===== src/rtl/picorv32_pcpi_pkg.sv =====
// Shared definitions for the PCPI arbiter and the MUL/DIV coprocessors:
// FSM state type, RV32M decode constants and the per-port request record.
package picorv32_pcpi_pkg;

    typedef enum logic [2:0] {
        IDLE     = 3'd0,
        BUSY_MUL = 3'd1,
        BUSY_DIV = 3'd2,
        DONE     = 3'd3,
        DRAIN    = 3'd4
    } pcpi_state_e;

    localparam logic [6:0] OPCODE_OP     = 7'b0110011;
    localparam logic [6:0] FUNCT7_MULDIV = 7'b0000001;

    // funct3[2] of an R-type instruction selects the divider group
    localparam int ROUTE_BIT = 14;

    localparam int BUSY_CNT_W = 7;
    localparam int NUM_PORTS  = 2;
    localparam int PORT_MUL   = 0;
    localparam int PORT_DIV   = 1;

    typedef struct packed {
        logic [31:0] insn;
        logic [31:0] rs1;
        logic [31:0] rs2;
    } pcpi_req_t;

endpackage


===== src/rtl/picorv32_pcpi_decode.sv =====
// Combinational RV32M decoder: claims MUL/DIV-group instructions and
// reports which group (multiplier or divider) should execute them.
module picorv32_pcpi_decode
    import picorv32_pcpi_pkg::*;
(
    input  logic [31:0] i_insn,
    output logic        o_claim,
    output logic        o_route_div
);

    logic w_unused_fields;

    assign o_claim     = (i_insn[6:0] == OPCODE_OP) && (i_insn[31:25] == FUNCT7_MULDIV);
    assign o_route_div = i_insn[ROUTE_BIT];

    assign w_unused_fields = ^{i_insn[24:15], i_insn[13:7]};

endmodule


===== src/rtl/picorv32_pcpi_arbiter.sv =====
// Routes claimed RV32M PCPI requests to a MUL or DIV coprocessor port,
// returns the result to the core and aborts hung or withdrawn requests.
module picorv32_pcpi_arbiter
    import picorv32_pcpi_pkg::*;
#(
    parameter int TIMEOUT_CYCLES = 64
) (
    input  logic        clk,
    input  logic        resetn,

    input  logic        pcpi_valid,
    input  logic [31:0] pcpi_insn,
    input  logic [31:0] pcpi_rs1,
    input  logic [31:0] pcpi_rs2,
    output logic        pcpi_wr,
    output logic [31:0] pcpi_rd,
    output logic        pcpi_wait,
    output logic        pcpi_ready,

    output logic        mul_valid,
    output logic [31:0] mul_insn,
    output logic [31:0] mul_rs1,
    output logic [31:0] mul_rs2,
    input  logic        mul_wr,
    input  logic [31:0] mul_rd,
    input  logic        mul_wait,
    input  logic        mul_ready,

    output logic        div_valid,
    output logic [31:0] div_insn,
    output logic [31:0] div_rs1,
    output logic [31:0] div_rs2,
    input  logic        div_wr,
    input  logic [31:0] div_rd,
    input  logic        div_wait,
    input  logic        div_ready,

    output logic        timeout_evt
);

    localparam logic [BUSY_CNT_W:0] TIMEOUT_LIM = 8'(TIMEOUT_CYCLES);

    pcpi_state_e r_state;
    pcpi_state_e w_state_next;

    logic [BUSY_CNT_W-1:0] r_busy_cnt;
    logic [BUSY_CNT_W-1:0] w_busy_cnt_next;
    logic [BUSY_CNT_W:0]   w_cnt_inc;

    logic        r_pcpi_wr;
    logic [31:0] r_pcpi_rd;
    logic        r_pcpi_wait;
    logic        r_pcpi_ready;
    logic        r_timeout_evt;

    logic        w_claim;
    logic        w_route_div;
    logic        w_in_busy;
    logic        w_timeout;
    logic        w_accept;
    logic        w_complete;
    logic        w_abort_timeout;
    logic        w_port_ready;
    logic        w_port_wr;
    logic [31:0] w_port_rd;
    logic        w_unused_wait;

    pcpi_req_t   w_req       [NUM_PORTS];
    logic        w_port_valid[NUM_PORTS];

    picorv32_pcpi_decode u_decode (
        .i_insn      (pcpi_insn),
        .o_claim     (w_claim),
        .o_route_div (w_route_div)
    );

    assign w_in_busy     = (r_state == BUSY_MUL) || (r_state == BUSY_DIV);
    assign w_cnt_inc     = {1'b0, r_busy_cnt} + 1'b1;
    assign w_timeout     = w_in_busy && (w_cnt_inc >= TIMEOUT_LIM);
    assign w_unused_wait = mul_wait | div_wait;

    // Only the port owning the current BUSY state is listened to.
    always_comb begin
        w_port_ready = 1'b0;
        w_port_wr    = 1'b0;
        w_port_rd    = '0;
        if (r_state == BUSY_MUL) begin
            w_port_ready = mul_ready;
            w_port_wr    = mul_wr;
            w_port_rd    = mul_rd;
        end else if (r_state == BUSY_DIV) begin
            w_port_ready = div_ready;
            w_port_wr    = div_wr;
            w_port_rd    = div_rd;
        end
    end

    always_ff @(posedge clk or negedge resetn) begin
        if (!resetn) begin
            r_state <= IDLE;
        end else begin
            r_state <= w_state_next;
        end
    end

    // Withdrawal by the core beats a port response, which beats the timeout.
    always_comb begin
        w_state_next    = r_state;
        w_accept        = 1'b0;
        w_complete      = 1'b0;
        w_abort_timeout = 1'b0;
        case (r_state)
            IDLE: begin
                if (pcpi_valid && w_claim) begin
                    w_accept     = 1'b1;
                    w_state_next = w_route_div ? BUSY_DIV : BUSY_MUL;
                end
            end
            BUSY_MUL, BUSY_DIV: begin
                if (!pcpi_valid) begin
                    w_state_next = IDLE;
                end else if (w_port_ready) begin
                    w_complete   = 1'b1;
                    w_state_next = DONE;
                end else if (w_timeout) begin
                    w_abort_timeout = 1'b1;
                    w_state_next    = DRAIN;
                end
            end
            DONE: begin
                w_state_next = DRAIN;
            end
            DRAIN: begin
                if (!pcpi_valid) begin
                    w_state_next = IDLE;
                end
            end
            default: begin
                w_state_next = IDLE;
            end
        endcase
    end

    always_comb begin
        w_busy_cnt_next = r_busy_cnt;
        if (w_accept) begin
            w_busy_cnt_next = '0;
        end else if (w_in_busy && (r_busy_cnt != '1)) begin
            w_busy_cnt_next = w_cnt_inc[BUSY_CNT_W-1:0];
        end
    end

    always_ff @(posedge clk or negedge resetn) begin
        if (!resetn) begin
            r_busy_cnt    <= '0;
            r_pcpi_wr     <= 1'b0;
            r_pcpi_rd     <= '0;
            r_pcpi_wait   <= 1'b0;
            r_pcpi_ready  <= 1'b0;
            r_timeout_evt <= 1'b0;
        end else begin
            r_busy_cnt    <= w_busy_cnt_next;
            r_pcpi_wait   <= (w_state_next == BUSY_MUL) || (w_state_next == BUSY_DIV);
            r_pcpi_ready  <= w_complete;
            r_pcpi_wr     <= w_complete & w_port_wr;
            r_timeout_evt <= w_abort_timeout;
            if (w_complete) begin
                r_pcpi_rd <= w_port_rd;
            end
        end
    end

    // Per-port request registers; cleared whenever the port is not being served.
    genvar gi;
    generate
        for (gi = 0; gi < NUM_PORTS; gi++) begin : g_port
            localparam pcpi_state_e BUSY_ST = (gi == PORT_DIV) ? BUSY_DIV : BUSY_MUL;

            pcpi_req_t r_req;
            logic      r_valid;

            always_ff @(posedge clk or negedge resetn) begin
                if (!resetn) begin
                    r_req   <= '0;
                    r_valid <= 1'b0;
                end else begin
                    r_valid <= (w_state_next == BUSY_ST);
                    if (w_accept && (w_state_next == BUSY_ST)) begin
                        r_req <= {pcpi_insn, pcpi_rs1, pcpi_rs2};
                    end else if (w_state_next != BUSY_ST) begin
                        r_req <= '0;
                    end
                end
            end

            assign w_req[gi]        = r_req;
            assign w_port_valid[gi] = r_valid;
        end
    endgenerate

    assign mul_valid   = w_port_valid[PORT_MUL];
    assign mul_insn    = w_req[PORT_MUL].insn;
    assign mul_rs1     = w_req[PORT_MUL].rs1;
    assign mul_rs2     = w_req[PORT_MUL].rs2;

    assign div_valid   = w_port_valid[PORT_DIV];
    assign div_insn    = w_req[PORT_DIV].insn;
    assign div_rs1     = w_req[PORT_DIV].rs1;
    assign div_rs2     = w_req[PORT_DIV].rs2;

    assign pcpi_wr     = r_pcpi_wr;
    assign pcpi_rd     = r_pcpi_rd;
    assign pcpi_wait   = r_pcpi_wait;
    assign pcpi_ready  = r_pcpi_ready;
    assign timeout_evt = r_timeout_evt;

endmodule


===== config.mk =====
export PLATFORM = sky130hd
export DESIGN_NAME = picorv32_pcpi_arbiter
export DESIGN_NICKNAME = d
export VERILOG_FILES = /design/src/rtl/picorv32_pcpi_pkg.sv /design/src/rtl/picorv32_pcpi_decode.sv /design/src/rtl/picorv32_pcpi_arbiter.sv
export SDC_FILE = /design/constraint.sdc
export NUM_CORES = 1
export LEC_CHECK = 0
export BUFFER_PORTS_ARGS = -buffer_cell sky130_fd_sc_hd__buf_2
export CORE_MARGIN = 4
export CORE_UTILIZATION = 30
export CTS_BUF_LIST = sky130_fd_sc_hd__clkbuf_16
export CTS_CLUSTER_DIAMETER = 60
export DETAILED_ROUTE_END_ITERATION = 8
export PLACE_DENSITY_LB_ADDON = 0.25
export SLEW_MARGIN = 20
export SYNTH_ARGS = -nofsm -noshare
export SYNTH_HDL_FRONTEND = slang
export SYNTH_SLANG_ARGS = --single-unit
export TNS_END_PERCENT = 10

===== constraint.sdc =====
create_clock -name clk -period 2.95 [get_ports clk]
set_clock_uncertainty 0.15 [all_clocks]
set_input_delay 0.1475 -clock clk [delete_from_list [all_inputs] [get_ports clk]]
set_output_delay 0.1475 -clock clk [all_outputs]
set_load 0.05 [all_outputs]

==> summary.txt, run 1 <==
TritonCTS clock tree = built
Synth unique cells = 52
Startpoint types = flop
CTS root buf = clkbuf_16
Most common cell after layout, fill and taps aside = buf_2
Setup crit start = r_busy_cnt[0]
Post-synthesis average cell area = 13.60 µm²
Worst r2r path cells = 6
Met1 Usage GRT = 0.2168
Kind of critical path = flop to flop
DRC errors left = 0
Post-synth ARST share = 1.000
DR WL/cell = 19.08 µm
Io pins = 399
Seq/Total Area, Yosys = 0.6353
FP Rows = 64
WL final = 31170 µm
Core outline area = 30830 µm²
ANT cells = 0
Net count after synthesis = 866
Max cap viols = 0
I/O Buffers = 396
Fin cells = 1634
Placed instance count = 1429
Pre-antenna DRT Iters = 5
Vias in the first global route = 8544
Synthesized area = 9454 µm²
Clock Path Buffers = 3
Cell count after synthesis = 695
Max Slew Vio Count = 0
Reg2reg start = r_busy_cnt[0]
EDFF count, synth = 0
WP buf/inv = 1
Proportion of netlist area held by the largest area contributor = 0.6353
Die width = 185.5 µm
Reg2reg setup slack = 0.54 ns
Hold Violations, Final = 0
Sink Count = 240
Worst slew margin = 0.5553
Endpoints failing setup = 0
Grt ovf = 0
CP max stage delay = 0.46 ns
Ys Warns = 0
Number of H-tree levels = 1
Clock slew at reported path FFs = 0.06 ns
Area leader, netlist = dfrtp_1
Global-route layer with the greatest usage = met2
PostCTS Resize Cnt = 0
#FFs+latches synth = 240
Die area = 34420 µm²
Worst Setup End Kind = flop
GP Congestion = 0.7782
Critical Path RT = 3.27 ns
Total number of vias = 8370
Initial antenna violation count = 0
Worst VDD drop = 0.3577 mV
Vias per cell = 5.122
Status = finished clean
Crit path depth = 6
Ys flop type = dfrtp_1
Fill count = 2850
Least-Margin Pin Slew = 0.6660 ns
CP Max Fanout = 48
Nets = 1388
RSZ-0062 raised after global routing = no
CP top delay family = simple AND/OR/NAND/NOR gates
R2R Path End = div_rs1[31]
Largest net degree at the start of global routing = 95
HPWL reported at the end of detailed placement = 20120 µm
First-pass GRT wire length = 47520 µm
Tmin final = 2.414 ns
CTS buffer count = 30
GRT Total Usage = 0.1703
CP arrival = 2.73 ns
CP endpoint = div_rs1[31]
Drt initial violations = 469
Cells along the critical path = ha_1, and2_0, nand4_4, a211oi_4, buf_12, a32o_1
Hold Crit Class = input pin to asynchronous set/reset pin
Syn-to-layout area delta = 50.58%
Setup TNS = 0 ns
Fin crit share = 0.8184
Die H = 185.5 µm
Grt met3 use = 0.04436
Final Power = 7.211 mW
Most used cells in the layout excluding fill and tap cells = buf_2, dfrtp_1, a32o_1, dlygate4sd3_1, a21oi_1
Fraction of layout cells with a size suffix above 1 = 0.3788
Area contributors post-synth = dfrtp_1, a32o_1, a22oi_1, a21oi_1, buf_6
Antenna Violating Nets Remaining = 0
PD cells = 506.6 nW/µm²
GR Util met2 = 0.2866
Initial core utilization = 0.3067
Pleak = 7.146 nW
Worst skew pair latency = 0.53 ns
Worst path slowest cell = dfrtp_1
Fmax = 0.4142 GHz
[cell usage after synthesis (2+ instances only)]
cell type,number
and2_1,18
nor3b_4,2
nor4_1,2
buf_6,15
nand2_1,9
nand2b_1,2
a22o_1,6
dfrtp_1,240
nor3_1,3
inv_1,5
ha_1,2
and3_1,2
nand3_1,6
a21o_1,8
or3b_1,2
nand4_1,2
o32ai_1,4
nor2_1,35
buf_4,14
o21ai_0,13
a22oi_1,33
nand3b_1,2
buf_2,9
clkbuf_1,37
a21oi_1,37
nor4b_1,2
mux2i_1,3
a32o_1,157
a31o_1,2
[cell families (layout without fill, tap and decap cells)]
group | after synthesis | in the layout | synth area share
simple gates | 96 | 96 | 0.05784
buf+inv | 81 | 624 | 0.05082
mux | 3 | 3 | 0.003176
flops | 240 | 240 | 0.6353
compound gates | 273 | 273 | 0.2503
fa+ha+maj | 2 | 2 | 0.002646
[flip-flops by register name (all words and copies together), names as in the netlist]
register	count
div_insn	32
div_rs1	32
div_rs2	32
div_valid	1
mul_insn	32
mul_rs1	32
mul_rs2	32
mul_valid	1
pcpi_rd	32
pcpi_ready	1
pcpi_wait	1
pcpi_wr	1
r_busy_cnt	7
r_state	3
timeout_evt	1
[worst reg2reg max path: cells and delay by family (launching register included)]
family / cells / cell delay (ns)
buffers and inverters: 1 / 0.27
AO/OA/AOI/OAI: 2 / 0.61
adder cells (fa/ha/maj): 1 / 0.23
flip-flops: 1 / 0.46
AND/OR/NAND/NOR: 2 / 0.63
[repair_timing]
item	4_1_cts	5_1_grt
hold endpoints to repair	391	0
buffers inserted	0	0
hold buffers	152	0
[cell type report]
type	instances	area, µm²	area share
clock buffers	31	775.7	0.05449
well taps	396	495.5	0.03480
inverters	6	22.52	0.001582
clock inverters	22	180.2	0.01266
repair buffers	565	3769	0.2647
flip-flops and latches	240	6006	0.4219
multi-input cells	374	2988	0.2099
[report_power, final]
| group | total, mW | internal (mW) | switching [mW] |
|---|---|---|---|
| Sequential | 3.29 | 3.29 | 0.000627 |
| Combinational | 0.403 | 0.204 | 0.200 |
| Clock | 3.51 | 2.09 | 1.43 |
| Total | 7.21 | 5.58 | 1.63 |
[stage by stage]
step                      worst slack (ns)  utilization  cell area, µm²  hold slack [ns]
after floorplan                     0.7320            -            9454          -0.2981
after global placement              0.5768       0.3814           11760          0.02915
after detailed placement            0.5516       0.3814           11760          0.02410
after CTS                           0.5442       0.4618           14240         0.007814
after global routing                0.4119       0.4618           14240          0.06906
final                               0.5359       0.4618           14240          0.01102
[how the worst min path moves through the flow]
stage	startpoint	endpoint	slack, ns
final	resetn	mul_rs2[29]	0.01
after global routing	resetn	mul_rs2[29]	0.07
after CTS	pcpi_insn[25]	mul_valid	0.008
after detailed placement	resetn	mul_rs2[29]	0.02
after global placement	resetn	mul_rs2[29]	0.03
after floorplan	resetn	div_insn[0]	-0.30
[metal layers]
layer	part of all wire	wire, µm
met3	0.083	2573
met2	0.49	15170
met4	0.029	903
met5	0	0
met1	0.40	12520
Note: power is estimated with default switching activity, not from simulation.
==> run 2, diff against run 1 <==
- clock period: 2.95 -> 2.5 ns (I/O delays scaled with it)
==> summary.txt, run 2 (synthesis results as in run 1) <==
Fin crit share = 0.9495 (was 0.8184)
Critical Path RT = 2.81 ns (was 3.27 ns)
Startpoint types = flop (unchanged)
Most used cells in the layout excluding fill and tap cells = buf_2, dfrtp_1, a32o_1, dlygate4sd3_1, a21oi_1 (unchanged)
Worst skew pair latency = 0.53 ns (about the same)
First-pass GRT wire length = 48290 µm (was 47520 µm)
TritonCTS clock tree = built (unchanged)
CP arrival = 2.68 ns (was 2.73 ns)
Fraction of layout cells with a size suffix above 1 = 0.3845 (was 0.3788)
Most common cell after layout, fill and taps aside = buf_2 (unchanged)
Placed instance count = 1440 (was 1429)
PD cells = 594.3 nW/µm² (was 506.6 nW/µm²)
Pleak = 7.197 nW (was 7.146 nW)
Drt initial violations = 482 (was 469)
Io pins = 399 (unchanged)
Worst VDD drop = 0.4785 mV (was 0.3577 mV)
Least-Margin Pin Slew = 0.5295 ns (was 0.6660 ns)
Largest net degree at the start of global routing = 95 (unchanged)
Sink Count = 240 (unchanged)
Max Slew Vio Count = 0 (unchanged)
RSZ-0062 raised after global routing = no (unchanged)
GP Congestion = 0.7865 (was 0.7782)
Endpoints failing setup = 0 (unchanged)
GRT Total Usage = 0.1741 (was 0.1703)
Hold Crit Endpoint = pcpi_wait
DRC errors left = 0 (unchanged)
Kind of critical path = flop to flop (unchanged)
Total number of vias = 8408 (was 8370)
Setup Fix Bufs, Post-CTS = 0 (unchanged)
ANT cells = 0 (unchanged)
Syn-to-layout area delta = 51.89% (was 50.58%)
Antenna Violating Nets Remaining = 0 (unchanged)
Vias in the first global route = 8629 (was 8544)
Clock slew at reported path FFs = 0.06 ns (about the same)
Post-route design area = 14360 µm² (was 14240 µm²)
HPWL reported at the end of detailed placement = 20350 µm (was 20120 µm)
Hold Violations, Final = 0 (unchanged)
Reg2reg setup slack = 0.13 ns (was 0.54 ns)
Fmax = 0.4213 GHz (was 0.4142 GHz)
Status = finished clean (unchanged)
Worst Setup End Kind = flop (unchanged)
Number of H-tree levels = 1 (unchanged)
Worst hold path startpoint = pcpi_insn[6]
WL final = 31590 µm (was 31170 µm)
Final Power = 8.534 mW (was 7.211 mW)
CTS root buf = clkbuf_16 (unchanged)
Die area = 34420 µm² (unchanged)
Nets = 1400 (was 1388)
Grt ovf = 0 (unchanged)
Die width = 185.5 µm (unchanged)
Reg2reg start = r_state[1] (was r_busy_cnt[0])
CTS buffer count = 29 (was 30)
Worst r2r path cells = 6 (unchanged)
R2R Path End = pcpi_rd[8] (was div_rs1[31])
Die H = 185.5 µm (unchanged)
Initial core utilization = 0.3067 (unchanged)
Fill count = 2806 (was 2850)
Initial antenna violation count = 0 (unchanged)
Vias per cell = 5.105 (was 5.122)
Tmin final = 2.374 ns (was 2.414 ns)
Fin cells = 1647 (was 1634)
CP Max Fanout = 33 (was 48)
Hold Crit Class = input pin to flop (was input pin to asynchronous set/reset pin)
Hold Path Depth = 5
Clock Path Buffers = 3 (unchanged)
Max cap viols = 0 (unchanged)
DR WL/cell = 19.18 µm (was 19.08 µm)
I/O Buffers = 396 (unchanged)
Pre-antenna DRT Iters = 5 (unchanged)
Placed Area = 11860 µm² (was 11760 µm²)
Core outline area = 30830 µm² (unchanged)
FP Rows = 64 (unchanged)
Worst slew margin = 0.6470 (was 0.5553)
run 2: layer usage:
layer,part of all wire,vias up,track usage
li1,-,3834,-
met1,0.40,4154,0.2175
met2,0.48,350,0.2952
met3,0.073,70,0.04104
met4,0.041,0,0.06400
met5,0,-,0
run 2: area by class of cell:
| class | instances | area (µm²) | area share |
|---|---|---|---|
| sequential | 240 | 6006 | 0.4182 |
| timing repair buffer | 578 | 3884 | 0.2705 |
| multi-input combinational | 374 | 2994 | 0.2085 |
| clock buffer | 29 | 725.7 | 0.05054 |
| tap | 396 | 495.5 | 0.03450 |
| clock inverter | 24 | 232.7 | 0.01621 |
| inverter | 6 | 22.52 | 0.001568 |
run 2: worst max-delay path, cell delays in order (launching register included):
cell           delay [ns]
dfrtp_1              0.38
buf_4                0.17
nor3b_4              0.22
buf_4                0.39
a22oi_1              0.20
dlygate4sd3_1        0.64
a21oi_1              0.14
run 2: how the worst max path moves through the flow:
stage	from	to	cells past startpoint
6_report	r_state[1]	pcpi_rd[8]	6
5_1_grt	r_state[0]	pcpi_rd[8]	6
4_1_cts	r_busy_cnt[1]	div_valid	6
3_5_place_dp	r_busy_cnt[0]	div_valid	6
3_3_place_gp	r_busy_cnt[0]	div_valid	6
2_1_floorplan	r_busy_cnt[0]	mul_insn[10]	7
run 2: through the flow:
stage                     setup slack (ns)  hold slack (ns)  setup TNS [ns]  utilization
final                               0.1262          0.03656               0       0.4658
after global routing               0.01815          0.08194               0       0.4658
after CTS                          0.04622          0.02628               0       0.4658
after detailed placement           -0.1651         -0.03359         -0.1651       0.3845
after global placement             -0.4209         -0.03490         -0.4209       0.3845
after floorplan                     0.2820          -0.3206               0            -
run 2: what timing repair did:
action                                  in CTS  in global routing
hold buffers                               154                  0
gates cloned                                 0                  0
endpoints found under the setup margin       1                  1
gates resized for setup                      1                  1
hold endpoints to repair                   442                  0
run 2: where the power goes:
group	total [mW]	switching (mW)	leakage, nW	internal [mW]
Sequential	3.89	0.000666	3.32	3.89
Combinational	0.485	0.240	3.40	0.244
Clock	4.16	1.63	0.475	2.53
Total	8.53	1.88	7.20	6.66
==> run 3, diff against run 2 <==
- CORE_AREA: unset -> 4 4 155 157
- CORE_MARGIN: 4 -> unset
- CORE_UTILIZATION: 30 -> unset
- DIE_AREA: unset -> 0 0 159 161
==> summary.txt, run 3 (synthesis results as in run 1) <==
Final Power = 8.387 mW (was 8.534 mW)
Syn-to-layout area delta = 50.33% (was 51.89%)
WL final = 31400 µm (was 31590 µm)
HPWL reported at the end of detailed placement = 19450 µm (was 20350 µm)
Worst VDD drop = 0.3725 mV (was 0.4785 mV)
Most common cell after layout, fill and taps aside = buf_2 (unchanged)
DRC errors left = 0 (unchanged)
Initial core utilization = 0.4201 (was 0.3067)
Metal3 WL = 2624 µm (was 2312 µm)
Max cap viols = 0 (unchanged)
Sink Count = 240 (unchanged)
Initial antenna violation count = 0 (unchanged)
Io pins = 399 (unchanged)
GP Congestion = 0.7643 (was 0.7865)
Least-Margin Pin Slew = 0.6796 ns (was 0.5295 ns)
Worst path slowest cell = dfrtp_1 (was dlygate4sd3_1)
Die area = 25600 µm² (was 34420 µm²)
Core outline area = 22500 µm² (was 30830 µm²)
Nets = 1401 (was 1400)
PD cells = 590.1 nW/µm² (was 594.3 nW/µm²)
Pleak = 7.185 nW (was 7.197 nW)
Vias per cell = 5.653 (was 5.105)
Fin crit share = 0.9414 (was 0.9495)
Reg2reg start = r_busy_cnt[0] (was r_state[1])
CTS buffer count = 28 (was 29)
CP max stage delay = 0.38 ns (was 0.64 ns)
Kind of critical path = flop to flop (unchanged)
Worst slew margin = 0.5469 (was 0.6470)
Switching share of total power = 0.2242 (was 0.2198)
Drt initial violations = 695 (was 482)
Die H = 161 µm (was 185.5 µm)
Hold Crit Class = input pin to asynchronous set/reset pin (was input pin to flop)
Vias in the first global route = 8839 (was 8629)
Clk network pwr share = 0.478 (was 0.488)
Die width = 159 µm (was 185.5 µm)
Register share of total power = 0.463 (was 0.456)
Clock slew at reported path FFs = 0.06 ns (about the same)
Wire length on met1 = 12190 µm (was 12750 µm)
Top Layer Used = met4 (unchanged)
NetSw = 1.880 mW (was 1.876 mW)
FP Rows = 55 (was 64)
Pre-antenna DRT Iters = 5 (unchanged)
DR WL/cell = 20.46 µm (was 19.18 µm)
Clock Path Buffers = 3 (unchanged)
Combinational share of power = 0.058 (was 0.057)
Setup Fix Bufs, Post-CTS = 0 (unchanged)
Metal2 WL = 15550 µm (was 15240 µm)
Endpoints failing setup = 0 (unchanged)
I/O Buffers = 396 (unchanged)
CTS root buf = clkbuf_16 (unchanged)
Setup TNS = 0 ns (unchanged)
Status = finished clean (unchanged)
Setup crit start = r_busy_cnt[0] (was r_state[1])
First-pass GRT wire length = 49800 µm (was 48290 µm)
Worst skew pair latency = 0.52 ns (was 0.53 ns)
Internal = 6.506 mW (was 6.659 mW)
Fmax = 0.4249 GHz (was 0.4213 GHz)
Fraction of layout cells with a size suffix above 1 = 0.3835 (was 0.3845)
Number of H-tree levels = 1 (unchanged)
Min Hold Slack = 0.007904 ns (was 0.03656 ns)
Cells along the critical path = ha_1, and2_0, a21o_4, a211oi_4, buf_12, a32o_1 (was buf_4, nor3b_4, buf_4, a22oi_1, dlygate4sd3_1, a21oi_1)
Hold Violations, Final = 0 (unchanged)
Most used cells in the layout excluding fill and tap cells = buf_2, dfrtp_1, a32o_1, dlygate4sd3_1, a21oi_1 (unchanged)
Worst Setup End Kind = flop (unchanged)
CP Max Fanout = 52 (was 33)
CP arrival = 2.66 ns (was 2.68 ns)
Max Slew Vio Count = 0 (unchanged)
RSZ-0062 raised after global routing = yes (was no)
Tmin final = 2.354 ns (was 2.374 ns)
GRT Total Usage = 0.2365 (was 0.1741)
Startpoint types = flop (unchanged)
Antenna Violating Nets Remaining = 0 (unchanged)
Largest net degree at the start of global routing = 93 (was 95)
Grt ovf = 0 (unchanged)
Critical Path RT = 2.81 ns (about the same)
TritonCTS clock tree = built (unchanged)
Total number of vias = 8677 (was 8408)
[run 3: power by group through the flow]
stage / Sequential (mW) / Combinational [mW] / Clock (mW)
2_1_floorplan: 3.96 / 0.0523 / 0
5_1_grt: 3.88 / 0.533 / 4.25
3_5_place_dp: 3.96 / 0.329 / 0
4_1_cts: 3.89 / 0.481 / 4.10
3_3_place_gp: 3.96 / 0.327 / 0
6_report: 3.89 / 0.488 / 4.01
[run 3: per-stage QoR]
step | std cells | instance area [µm²] | setup slack, ns | util
2_1_floorplan | 695 | 9454 | 0.2820 | -
3_3_place_gp | 1328 | 11710 | 0.2379 | 0.5203
3_5_place_dp | 1328 | 11710 | 0.1485 | 0.5203
4_1_cts | 1534 | 14200 | 0.1032 | 0.6310
5_1_grt | 1534 | 14210 | -0.001281 | 0.6315
6_report | 1535 | 14210 | 0.1464 | 0.6316
[run 3: worst paths after layout]
path / slack, ns / depth (start not counted) / endpoint
worst max-delay path: 0.15 / 6 / mul_rs1[1]
worst min-delay path: 0.008 / 2 / mul_insn[31]
worst max register to register: 0.15 / 6 / mul_rs1[1]
worst min register to register: 0.32 / 1 / mul_insn[25]
max in group asynchronous: 1.38 / 3 / mul_rs2[26]
min in group clk: 0.02 / 5 / pcpi_wait
[run 3: final cells by class]
class | count | area (µm²)
Clock inverter | 21 | 219.0
Antenna cell | 1 | 2.502
Tap cell | 285 | 356.6
Clock buffer | 28 | 700.7
Timing Repair Buffer | 580 | 3910
Multi-Input combinational cell | 374 | 2995
Fill cell | 1734 | 8290
Sequential cell | 240 | 6006
Inverter | 6 | 22.52
[run 3: routing by layer]
layer	global-route usage	vias up
li1	-	3824
met1	0.2925	4334
met2	0.4050	448
met3	0.06124	71
met4	0.08363	0
met5	0	-
[run 3: timing repair]
item,CTS,global route
endpoints found under the setup margin,0,2
hold buffers,157,0
hold endpoints to repair,420,0
gates resized for setup,0,3
[run 3: critical path, delay by kind of cell (launching register included)]
| family | cells | cell delay (ns) |
|---|---|---|
| DFF | 1 | 0.38 |
| buffers and inverters | 1 | 0.30 |
| AOI/OAI and AO/OA | 3 | 0.89 |
| and+or+nand+nor | 1 | 0.30 |
| adders and majority gates | 1 | 0.23 |
